===== src/rtl/vjtag_dr_responder.sv =====
// Virtual-JTAG DR handler: shifts DR_W-bit words, commits host writes (IR=1), captures fabric reads (IR=0).
// Latency: tdo = shreg[0] combinationally; wr_valid / rd_ack assert the cycle after update-DR.
// Backpressure: wr_valid holds until wr_ready; a commit while a word is still pending is dropped and sets ovr.
module vjtag_dr_responder #(
  parameter int DR_W = 32
) (
  input  logic            tck,
  input  logic            rst,
  input  logic            tdi,
  output logic            tdo,
  input  logic            ir_in,
  output logic            ir_out,
  input  logic            virtual_state_cdr,
  input  logic            virtual_state_sdr,
  input  logic            virtual_state_e1dr,
  input  logic            virtual_state_pdr,
  input  logic            virtual_state_e2dr,
  input  logic            virtual_state_udr,
  input  logic            virtual_state_cir,
  input  logic            virtual_state_uir,
  output logic [DR_W-1:0] wr_data,
  output logic            wr_valid,
  input  logic            wr_ready,
  input  logic [DR_W-1:0] rd_data,
  output logic            rd_ack
);

  localparam int CW = $clog2(DR_W + 2);
  localparam logic [CW-1:0] CNT_FULL = CW'(DR_W);
  localparam logic [CW-1:0] CNT_SAT  = CW'(DR_W + 1);

  typedef struct packed {
    logic wr_valid;
    logic ovr;
    logic len_err;
  } status_t;

  logic [DR_W-1:0] shreg;
  logic [CW-1:0]   bit_cnt;
  logic            len_err;
  logic            ovr;
  logic            dr_hold;
  status_t         status;

  assign tdo     = shreg[0];
  assign dr_hold = virtual_state_e1dr | virtual_state_pdr | virtual_state_e2dr;
  assign status  = '{wr_valid: wr_valid, ovr: ovr, len_err: len_err};

  always_ff @(posedge tck) begin
    if (rst) begin
      shreg    <= '0;
      bit_cnt  <= '0;
      wr_data  <= '0;
      wr_valid <= 1'b0;
      rd_ack   <= 1'b0;
      ir_out   <= 1'b0;
      len_err  <= 1'b0;
      ovr      <= 1'b0;
    end else begin
      rd_ack <= 1'b0;
      // Fabric handshake runs independently of the scan; a commit below overrides the clear.
      if (wr_valid && wr_ready) wr_valid <= 1'b0;

      if (virtual_state_cdr) begin
        bit_cnt <= '0;
        shreg   <= ir_in ? {{(DR_W-3){1'b0}}, status} : rd_data;
      end else if (virtual_state_sdr) begin
        shreg <= {tdi, shreg[DR_W-1:1]};
        if (bit_cnt != CNT_SAT) bit_cnt <= bit_cnt + CW'(1);
      end else if (virtual_state_udr) begin
        if (bit_cnt != CNT_FULL) begin
          len_err <= 1'b1;
        end else if (ir_in) begin
          if (!wr_valid || wr_ready) begin
            wr_data  <= shreg;
            wr_valid <= 1'b1;
          end else begin
            ovr <= 1'b1;
          end
        end else begin
          rd_ack <= 1'b1;
        end
      end else if (virtual_state_cir) begin
        ir_out <= wr_valid;
      end else if (virtual_state_uir) begin
        len_err <= 1'b0;
        ovr     <= 1'b0;
      end else if (dr_hold) begin
        // Pause/exit states freeze the scan mid-word.
        shreg <= shreg;
      end
    end
  end

endmodule


===== config.mk =====
export PLATFORM = sky130hd
export DESIGN_NAME = vjtag_dr_responder
export DESIGN_NICKNAME = d
export VERILOG_FILES = /design/src/rtl/vjtag_dr_responder.sv
export SDC_FILE = /design/constraint.sdc
export NUM_CORES = 1
export LEC_CHECK = 0
export CAP_MARGIN = 20
export CORE_ASPECT_RATIO = 0.9
export CORE_MARGIN = 2
export CORE_UTILIZATION = 38
export DETAILED_ROUTE_END_ITERATION = 8
export HOLD_SLACK_MARGIN = 0.06
export PLACE_DENSITY = 0.72
export SYNTH_ARGS = -nofsm -noshare
export SYNTH_HDL_FRONTEND = slang
export SYNTH_SLANG_ARGS = --single-unit

===== constraint.sdc =====
create_clock -name tck -period 3.25 [get_ports tck]
set_input_delay 0.8125 -clock tck [delete_from_list [all_inputs] [get_ports tck]]
set_output_delay 0.8125 -clock tck [all_outputs]
set_load 0.1 [all_outputs]

After elaboration in Yosys (flattened, before gate mapping). Index checks and enable logic that the tools add are counted. Widths: inputs -> output; s select.

Mux-type cells: 19. Bitwise operators: 4. Equal/unequal tests: 7. Add/subtract/negate cells: 1. Reduce and logical (&&, ||, !) cells: 12.

Operator list (number): $mux 32 (3); $mux 1 (16); $ne 6x6->1 const B (2); $ne 2x2->1 const B (4); $reduce_and 7->1 (1); $add 6x1->6 const B (1); $reduce_and 6->1 (1); $reduce_and 5->1 (1); $reduce_or 5->1 (1); $not 1->1 (4); $reduce_and 4->1 (1); $reduce_bool 2->1 (2); $ne 2x1->1 const B (1); $reduce_and 2->1 (1); $reduce_or 2->1 (1); $logic_and 1x1->1 (1); $logic_not 1->1 (1); $logic_or 1x1->1 (1).

Input bits: 45. Register bits after elaboration: 75. Logic and storage cells: 51.

Logic depth before layout (Yosys ltp). Gate-level depths: netlist of run 1.

Depth after elaboration: 8. Gate-level depth with buffers: 8. Mapped depth without buffers: 6.

Worst setup path after synthesis of run 1. No wires, ideal clock.

Path kind: in2reg. Start point: input port ir_in. End point: register wr_data[0]. Buffers on the path: 3. Stages on the path: 7. Slack: 1.256 ns. Arrival time: 1.920 ns. Cell sequence: buf_2 nor3b_1 and4_1 buf_6 buf_8 nand2_1 a21oi_1.

Word-level cells in the longest chain between the ends: 1.

RTL lines: start, declared (RTL line 11) `input logic ir_in,`; $reduce_and 6->1 (no source line); end signal, assigned (RTL line 75) `wr_data <= shreg;`; end, declared (RTL line 21) `output logic [DR_W-1:0] wr_data,`.

Every way passes these cells. A chain may end at the register's enable or synchronous reset.

Worst setup path after layout of run 1.
Start point: input port virtual_state_cdr. End point: register shreg[21].

Word-level cells in the longest chain between the ends: 1.

RTL lines: start, declared (RTL line 13) `input logic virtual_state_cdr,`; $mux 32 or $reduce_bool 2->1 (tied branches); end signal, assigned (RTL line 66) `shreg <= ir_in ? {{(DR_W-3){1'b0}}, status} : rd_data;`; end signal, assigned (RTL line 68) `shreg <= {tdi, shreg[DR_W-1:1]};`; end signal, assigned (RTL line 90) `shreg <= shreg;`; end, declared (RTL line 38) `logic [DR_W-1:0] shreg;`.

Parallel ways exist; a longest one is shown, timed or not.

==> results of run 1 <==
==> critical path, cell delays in order <==
cell and delay [ns]:
clkdlybuf4s50_1 0.51, buf_4 0.29, nor2b_2 0.38, buf_4 0.28, a21oi_1 0.09, nor2_1 0.10
==> layer usage <==
layer	vias up	part of all wire, %	global-route usage, %
met5	-	0	0
met4	0	1.1	5.41
met3	8	4.5	3.96
met2	62	46	25.9
met1	1255	49	22.0
li1	1397	-	-
==> Yosys cell counts, types with 2 or more instances <==
master	n
nand4_1	4
nand2_1	68
clkbuf_1	15
a21oi_2	29
o21a_1	2
mux2i_1	34
ha_1	3
nor2b_1	6
buf_8	3
a211oi_1	6
nor2_1	66
a31oi_1	3
a21oi_1	33
buf_2	4
dfxtp_1	75
xor2_1	3
buf_1	5
inv_1	4
==> stage by stage <==
step,setup slack (ns),power (W),cells
final,1.05,0.00187,571
after global routing,0.973,0.00195,571
after CTS,1.09,0.00189,571
after detailed placement,0.757,0.00114,555
after global placement,0.790,0.00114,555
after floorplan,1.26,0.00107,378
==> kinds of logic after synthesis <==
group           after synthesis  synth area share, %
simple gates                155                 20.2
mux                          34                 10.5
compound gates               75                 15.7
xor+xnor                      4                 1.08
flops                        75                 46.2
fa+ha+maj                     3                 1.16
buf+inv                      32                 5.12
==> worst paths after layout <==
| kind | slack [ns] | startpoint | end |
|---|---|---|---|
| worst max-delay path | 1.05 | virtual_state_cdr | shreg[21] |
| worst max register to register | 1.59 | bit_cnt[2] | wr_data[24] |
| worst min register to register | 0.46 | wr_data[29] | wr_data[29] |
| worst min-delay path | 0.46 | wr_data[29] | wr_data[29] |
==> power by group <==
| group | internal (W) | switching, W |
|---|---|---|
| sequential | 0.000937 | 0.0000143 |
| clock | 0.000399 | 0.000347 |
| combinational | 0.0000856 | 0.0000858 |
| total | 0.00142 | 0.000447 |
==> flip-flops by register name (all words and copies together), names as in the netlist <==
signal,flops
rd_ack,1
wr_data,32
bit_cnt,6
ir_out,1
shreg,32
ovr,1
wr_valid,1
len_err,1
==> cell type report <==
cell class	instances	area [sq um]	share of cell area, %
Clock buffer	11	151	3.59
Clock inverter	5	60.1	1.42
Inverter	4	15.0	0.356
Multi-Input combinational cell	271	1580	37.5
Sequential cell	75	1500	35.6
Tap cell	115	144	3.41
Timing Repair Buffer	90	768	18.2
==> flow_summary.json, run 1 <==
{
  "antenna_left": 0,
  "grt-ovfl-total": 0,
  "layout_commonest_cell": "dfxtp_1",
  "synth-main-ff-cell": "dfxtp_1",
  "tightest_slew_ns": 0.506,
  "htreeDepth": 3,
  "postCtsSetupRepairBufs": 0,
  "core_sq_um": 8180,
  "cts_hold_buf": 0,
  "fp.dieH_um": 91.7,
  "cp.required_ns": 3.52,
  "critPathKind": "in -> reg",
  "num_rows": 31,
  "ctsRootBufferMaster": "clkbuf_8",
  "reg2regPathDepth": 5,
  "avgSynthCellArea_sq_um": 8.59,
  "ys_ff_latch": 75,
  "cts_tree": "built",
  "path_clk_slew_ns": 0.08,
  "synth_edf_count": 0,
  "async_flop_share_pct": 0,
  "yosysUniqueCellTypes": 33,
  "placed_area_sq_um": 4010,
  "cts.path.max_buffers": 2,
  "slew_viol_final": 0,
  "die-area_sq_um": 9300,
  "synth.net_count": 426,
  "initial_core_util_pct": 39.7,
  "antenna_found_initial": 0,
  "grt_setup_unrepaired": "false",
  "routabilityCongestion": 0.790,
  "holdWs_ns": 0.459,
  "grt_max_degree": 29,
  "yosysWarningCount": 0,
  "io_buffers": 77,
  "ios": 81,
  "finalNetCount": 499,
  "synthToLayoutAreaGrowth_pct": 30.0,
  "routedWlPerCell_um": 13.0,
  "die_w_um": 101,
  "synthesis.area_sq_um": 3250,
  "fmax_ghz": 0.454,
  "hold_violations": 0,
  "drv_cap": 0,
  "grt_pass1_wl_um": 12200,
  "relSlewSlack_pct": 66.0,
  "drt_iter0_drc": 110,
  "drt_first_pass_iters": 4,
  "seq_area_frac_synth_pct": 46.2,
  "clock-sinks": 75,
  "fin_crit_sh_pct": 67.8,
  "grt_usage_pct": 16.4,
  "synth_top_cell_area_share_pct": 46.2,
  "stdcell_area_sq_um": 4220,
  "leakagePower_nw": 1.64,
  "viasPerCell": 4.77,
  "final_core_util_pct": 51.6,
  "min_path_type": "reg -> reg",
  "crit_path_start_kind": "input port",
  "synth_top_cells_by_area": "dfxtp_1 46%, mux2i_1 10%, nand2_1 7.9%, a21oi_2 7.8%, nor2_1 7.6%",
  "post_cts_resized": 0,
  "cts_inserted_buffers": 9,
  "grt_pass1_vias": 2603,
  "place.detailed.hpwl_um": 5170,
  "min_period_ns": 2.20,
  "status": "completed",
  "layout_common_cells": "75 x dfxtp_1, 68 x nand2_1, 66 x nor2_1",
  "fillers": 787,
  "fin_worst_skew_ns": 0.00891,
  "synth_top_area_cell": "dfxtp_1",
  "antennaDiodeCount": 0,
  "critPathMaxFanout": 23,
  "final.setup.tns_ns": 0,
  "drc": 0,
  "p_per_area_nw_per_um2": 443,
  "postSynthCellCount": 378,
  "arrival_ns": 2.47,
  "min_path_cells": 2,
  "irDropWorstVdd_mv": 0.244,
  "finalSetupViolCount": 0,
  "crit_path_end_kind": "flop",
  "insertion_delay_ns": 0.34,
  "drive_gt1_share_pct": 21.9,
  "vias": 2722,
  "wl_um": 7410
}
(Power assumes the default switching activity.)
==> inputs of run 2 (changes only) <==
==> constraint.sdc (replaced) <==
create_clock -name tck -period 2.1 [get_ports tck]
set_input_delay 0.525 -clock tck [delete_from_list [all_inputs] [get_ports tck]]
set_output_delay 0.525 -clock tck [all_outputs]
set_load 0.1 [all_outputs]
==> flow_summary.json, run 2 (synthesis results as in run 1) <==
{
  "finalNetCount": 501,
  "irDropWorstVdd_mv": 0.369,
  "ctsRootBufferMaster": "clkbuf_8",
  "num_rows": 31,
  "antennaDiodeCount": 0,
  "cp.required_ns": 2.37,
  "cts.path.max_buffers": 2,
  "min_path_type": "reg -> reg",
  "place_ws_ns": -0.0372,
  "antenna_found_initial": 0,
  "hold_violations": 0,
  "tightest_slew_ns": 0.527,
  "htreeDepth": 3,
  "crit_start": "ir_in",
  "p_seq_share_pct": 50.8,
  "routedWlPerCell_um": 13.0,
  "grt_pass1_vias": 2578,
  "drt_iter0_drc": 107,
  "drv_cap": 0,
  "fmax_ghz": 0.549,
  "relSlewSlack_pct": 64.6,
  "fin_worst_skew_ns": 0.00898,
  "ios": 81,
  "path_clk_slew_ns": 0.08,
  "io_buffers": 77,
  "holdWs_ns": 0.461,
  "core_sq_um": 8180,
  "fillers": 787,
  "critPathMaxFanout": 16,
  "cts_tree": "built",
  "p_per_area_nw_per_um2": 682,
  "insertion_delay_ns": 0.35,
  "grt-ovfl-total": 0,
  "intPower_w": 0.00218,
  "layout_common_cells": "75 x dfxtp_1, 68 x nand2_1, 66 x nor2_1",
  "comb_power_share_pct": 9.5,
  "rr_startpoint": "bit_cnt[2]",
  "viasPerCell": 4.75,
  "r2r_slack_ns": 0.47,
  "reg_top3": "shreg: 32 flops, wr_data: 32 flops, bit_cnt: 6 flops",
  "drt_first_pass_iters": 4,
  "antenna_left": 0,
  "arrival_ns": 2.09,
  "grt_usage_pct": 16.4,
  "cts_inserted_buffers": 9,
  "crit_path_end_kind": "flop",
  "finalSetupViolCount": 0,
  "fp.dieH_um": 91.7,
  "crit_path_start_kind": "input port",
  "sw_frac_of_total_pct": 24.7,
  "routabilityCongestion": 0.772,
  "place.detailed.hpwl_um": 5190,
  "status": "completed",
  "grt_pass1_wl_um": 12100,
  "initial_core_util_pct": 39.7,
  "clock-sinks": 75,
  "synthToLayoutAreaGrowth_pct": 30.8,
  "grt_max_degree": 36,
  "leakagePower_nw": 1.65,
  "min_period_ns": 1.82,
  "power_switching_w": 0.000716,
  "vias": 2719,
  "slew_viol_final": 0,
  "drive_gt1_share_pct": 22.3,
  "critPathKind": "in -> reg",
  "wl_um": 7470,
  "cts_hold_buf": 0,
  "die_w_um": 101,
  "post_cts_resized": 0,
  "layout_commonest_cell": "dfxtp_1",
  "drc": 0,
  "worstHoldStart": "wr_data[4]",
  "grt_setup_unrepaired": "false",
  "die-area_sq_um": 9300,
  "fin_crit_sh_pct": 86.8,
  "pwr-share-clk_pct": 39.7,
  "fin_ws_ns": 0.278,
  "postCtsSetupRepairBufs": 0
}
==> run 2: changes by cell type in the layout (fill, tap and decap cells not counted), sizes merged <==
cell | previous run | this run
buf | 51 | 53
clkbuf | 11 | 10
inv | 5 | 6
==> run 2: area by class of cell <==
| class | count | area (sq um) | share of cell area, % |
|---|---|---|---|
| well taps | 115 | 144 | 3.39 |
| repair buffers | 92 | 796 | 18.7 |
| multi-input cells | 271 | 1580 | 37.2 |
| clock buffers | 10 | 138 | 3.24 |
| inverters | 4 | 15.0 | 0.353 |
| flip-flops and latches | 75 | 1500 | 35.3 |
| clock inverters | 6 | 72.6 | 1.71 |
==> run 2: final timing paths <==
| path | end | depth (start not counted) |
|---|---|---|
| setup / recovery | wr_data[0] | 6 |
| hold / removal | wr_data[4] | 2 |
| setup reg to reg | wr_data[0] | 5 |
| hold reg to reg | wr_data[4] | 2 |
==> run 2: per-stage QoR <==
step | power, W | utilization [%] | instances | cell area, sq um | TNS, ns
4_1_cts | 0.00293 | 51.9 | 573 | 4250 | 0
3_5_place_dp | 0.00178 | 49.4 | 557 | 4040 | -0.498
3_3_place_gp | 0.00177 | 49.4 | 557 | 4040 | -0.00107
5_1_grt | 0.00303 | 51.9 | 573 | 4250 | 0
6_report | 0.00290 | 51.9 | 573 | 4250 | 0
2_1_floorplan | 0.00165 | - | 378 | 3250 | 0
==> run 2: power by group through the flow <==
stage	Combinational, W	Clock [W]	Sequential [W]
floorplan	0.000141	0	0.00151
global placement	0.000268	0	0.00150
detailed placement	0.000273	0	0.00151
CTS	0.000274	0.00119	0.00147
global route	0.000298	0.00126	0.00148
finish	0.000274	0.00115	0.00147
==> run 2: critical path: stages <==
cell and delay [ns]:
clkdlybuf4s50_1 0.49, nor3b_1 0.32, and4_1 0.29, buf_4 0.23
nand2_1 0.07, a21oi_1 0.15
==> run 2: routing by layer <==
metal | global-route usage (%) | part of all wire (%) | up-vias
li1 | - | - | 1402
met1 | 21.3 | 47 | 1249
met2 | 26.1 | 47 | 61
met3 | 4.65 | 4.8 | 7
met4 | 5.29 | 1.1 | 0
met5 | 0 | 0 | -
==> inputs of run 3 (changes only) <==
--- a/config.mk
+++ b/config.mk
@@ -7,9 +7,11 @@
 export LEC_CHECK = 0
 export CAP_MARGIN = 20
 export CORE_ASPECT_RATIO = 0.9
-export CORE_MARGIN = 2
+export CORE_MARGIN = 1
 export CORE_UTILIZATION = 38
+export CTS_CLUSTER_DIAMETER = 60
 export DETAILED_ROUTE_END_ITERATION = 8
+export GPL_ROUTABILITY_DRIVEN = 0
 export HOLD_SLACK_MARGIN = 0.06
 export PLACE_DENSITY = 0.72
 export SYNTH_ARGS = -nofsm -noshare
==> flow_summary.json, run 3 (synthesis results as in run 1) <==
{
  "relSlewSlack_pct": 68.4,
  "place.detailed.hpwl_um": 4980,
  "min_period_ns": 1.80,
  "initial_core_util_pct": 39.7,
  "drt_first_pass_iters": 4,
  "ctsRootBufferMaster": "clkbuf_8",
  "core_sq_um": 8180,
  "critPathMaxFanout": 16,
  "seqCellArea_sq_um": 1500,
  "cp.required_ns": 2.38,
  "postCtsSetupRepairBufs": 0,
  "finalSetupViolCount": 0,
  "layout_common_cells": "75 x dfxtp_1, 68 x nand2_1, 66 x nor2_1",
  "fin_ws_ns": 0.303,
  "hold_violations": 0,
  "fillers": 787,
  "tightest_slew_ns": 0.470,
  "viasPerCell": 4.78,
  "crit_start": "ir_in",
  "num_rows": 31,
  "htreeDepth": 3,
  "routedWlPerCell_um": 13.0,
  "grt_pass1_wl_um": 12000,
  "arrival_ns": 2.08,
  "irDropWorstVdd_mv": 0.343,
  "r2r_slack_ns": 0.46,
  "crit_path_start_kind": "input port",
  "cts.path.max_buffers": 2,
  "drive_gt1_share_pct": 21.8,
  "wl_um": 7400,
  "placed_area_sq_um": 4050,
  "antenna_found_initial": 0,
  "io_buffers": 77,
  "critPathKind": "in -> reg",
  "synthToLayoutAreaGrowth_pct": 30.5,
  "p_per_area_nw_per_um2": 670,
  "finalNetCount": 499,
  "ios": 81,
  "max_stage_delay_ns": 0.51,
  "clock-sinks": 75,
  "die_w_um": 99.5,
  "critPathSlowestCell": "clkdlybuf4s50_1",
  "place_ws_ns": -0.0388,
  "cts_hold_buf": 0,
  "cts_tree": "built",
  "reg_top3": "shreg: 32 flops, wr_data: 32 flops, bit_cnt: 6 flops",
  "status": "completed",
  "die-area_sq_um": 8920,
  "crit_path_end_kind": "flop",
  "post_cts_resized": 0,
  "grt_setup_unrepaired": "false",
  "antennaDiodeCount": 0,
  "fin_worst_skew_ns": 0.00881,
  "reg2regPathDepth": 5,
  "grt_usage_pct": 17.1,
  "grt_max_degree": 68,
  "multiInputGateArea_sq_um": 1580,
  "grt_pass1_vias": 2570,
  "rr_startpoint": "bit_cnt[2]",
  "drv_cap": 0,
  "vias": 2724,
  "min_path_type": "reg -> reg",
  "grt-ovfl-total": 0,
  "stdcell_area_sq_um": 4240,
  "layout_commonest_cell": "dfxtp_1",
  "drc": 0,
  "slew_viol_final": 0,
  "crit_end": "wr_data[11]",
  "fmax_ghz": 0.557,
  "drt_iter0_drc": 133,
  "insertion_delay_ns": 0.34,
  "antenna_left": 0,
  "fp.dieH_um": 89.7,
  "fin_crit_sh_pct": 85.5,
  "path_clk_slew_ns": 0.08,
  "cp_cell_sequence": "clkdlybuf4s50_1 > nor3b_1 > and4_1 > buf_4 > nand2_1 > a21oi_2",
  "cts_inserted_buffers": 9,
  "r2r-end": "wr_data[11]",
  "leakagePower_nw": 1.65
}
run 3: changes by cell type in the layout (fill, tap and decap cells not counted):
cell,previous run,this run
inv_6,2,0
clkinvlp_4,1,0
clkinv_2,0,3
clkinv_4,2,1
buf_12,1,3
buf_4,50,46
run 3: worst max-delay path: cells and delay by family:
family                 cells  cell delay, ns
AO/OA/AOI/OAI              1            0.13
buffers and inverters      2            0.74
AND/OR/NAND/NOR            3            0.67
run 3: layout make-up:
type,count,share of cell area (%)
clock buffer,10,3.25
tap,115,3.39
sequential,75,35.4
timing repair buffer,90,19.0
inverter,4,0.354
clock inverter,5,1.27
multi-input combinational,271,37.3
run 3: routing by layer:
metal | track usage, % | part of all wire (%)
met1 | 21.6 | 45
met2 | 27.7 | 48
met3 | 4.35 | 5.0
met4 | 7.11 | 1.4
met5 | 0 | 0
run 3: per-stage QoR:
stage	util [%]	cells	TNS, ns	hold slack, ns	power (W)
floorplan	-	378	0	0.440	0.00165
global placement	49.5	555	-0.202	0.444	0.00178
detailed placement	49.5	555	-0.470	0.447	0.00178
CTS	51.8	570	0	0.464	0.00289
global route	51.8	570	0	0.480	0.00297
finish	51.8	570	0	0.462	0.00284
run 3: power breakdown:
group | switching (W) | leakage, nW | internal, W
clock | 0.000522 | 0.102 | 0.000571
combinational | 0.000135 | 0.940 | 0.000140
sequential | 0.0000224 | 0.608 | 0.00145
run 3: worst min path at each step:
stage	slack (ns)	depth (start not counted)	end	from
after floorplan	0.44	1	ovr	ovr
after global placement	0.44	2	wr_data[0]	wr_data[0]
after detailed placement	0.45	2	wr_data[24]	wr_data[24]
after CTS	0.46	2	wr_data[9]	wr_data[9]
after global routing	0.48	2	wr_data[6]	wr_data[6]
final	0.46	2	wr_data[8]	wr_data[8]
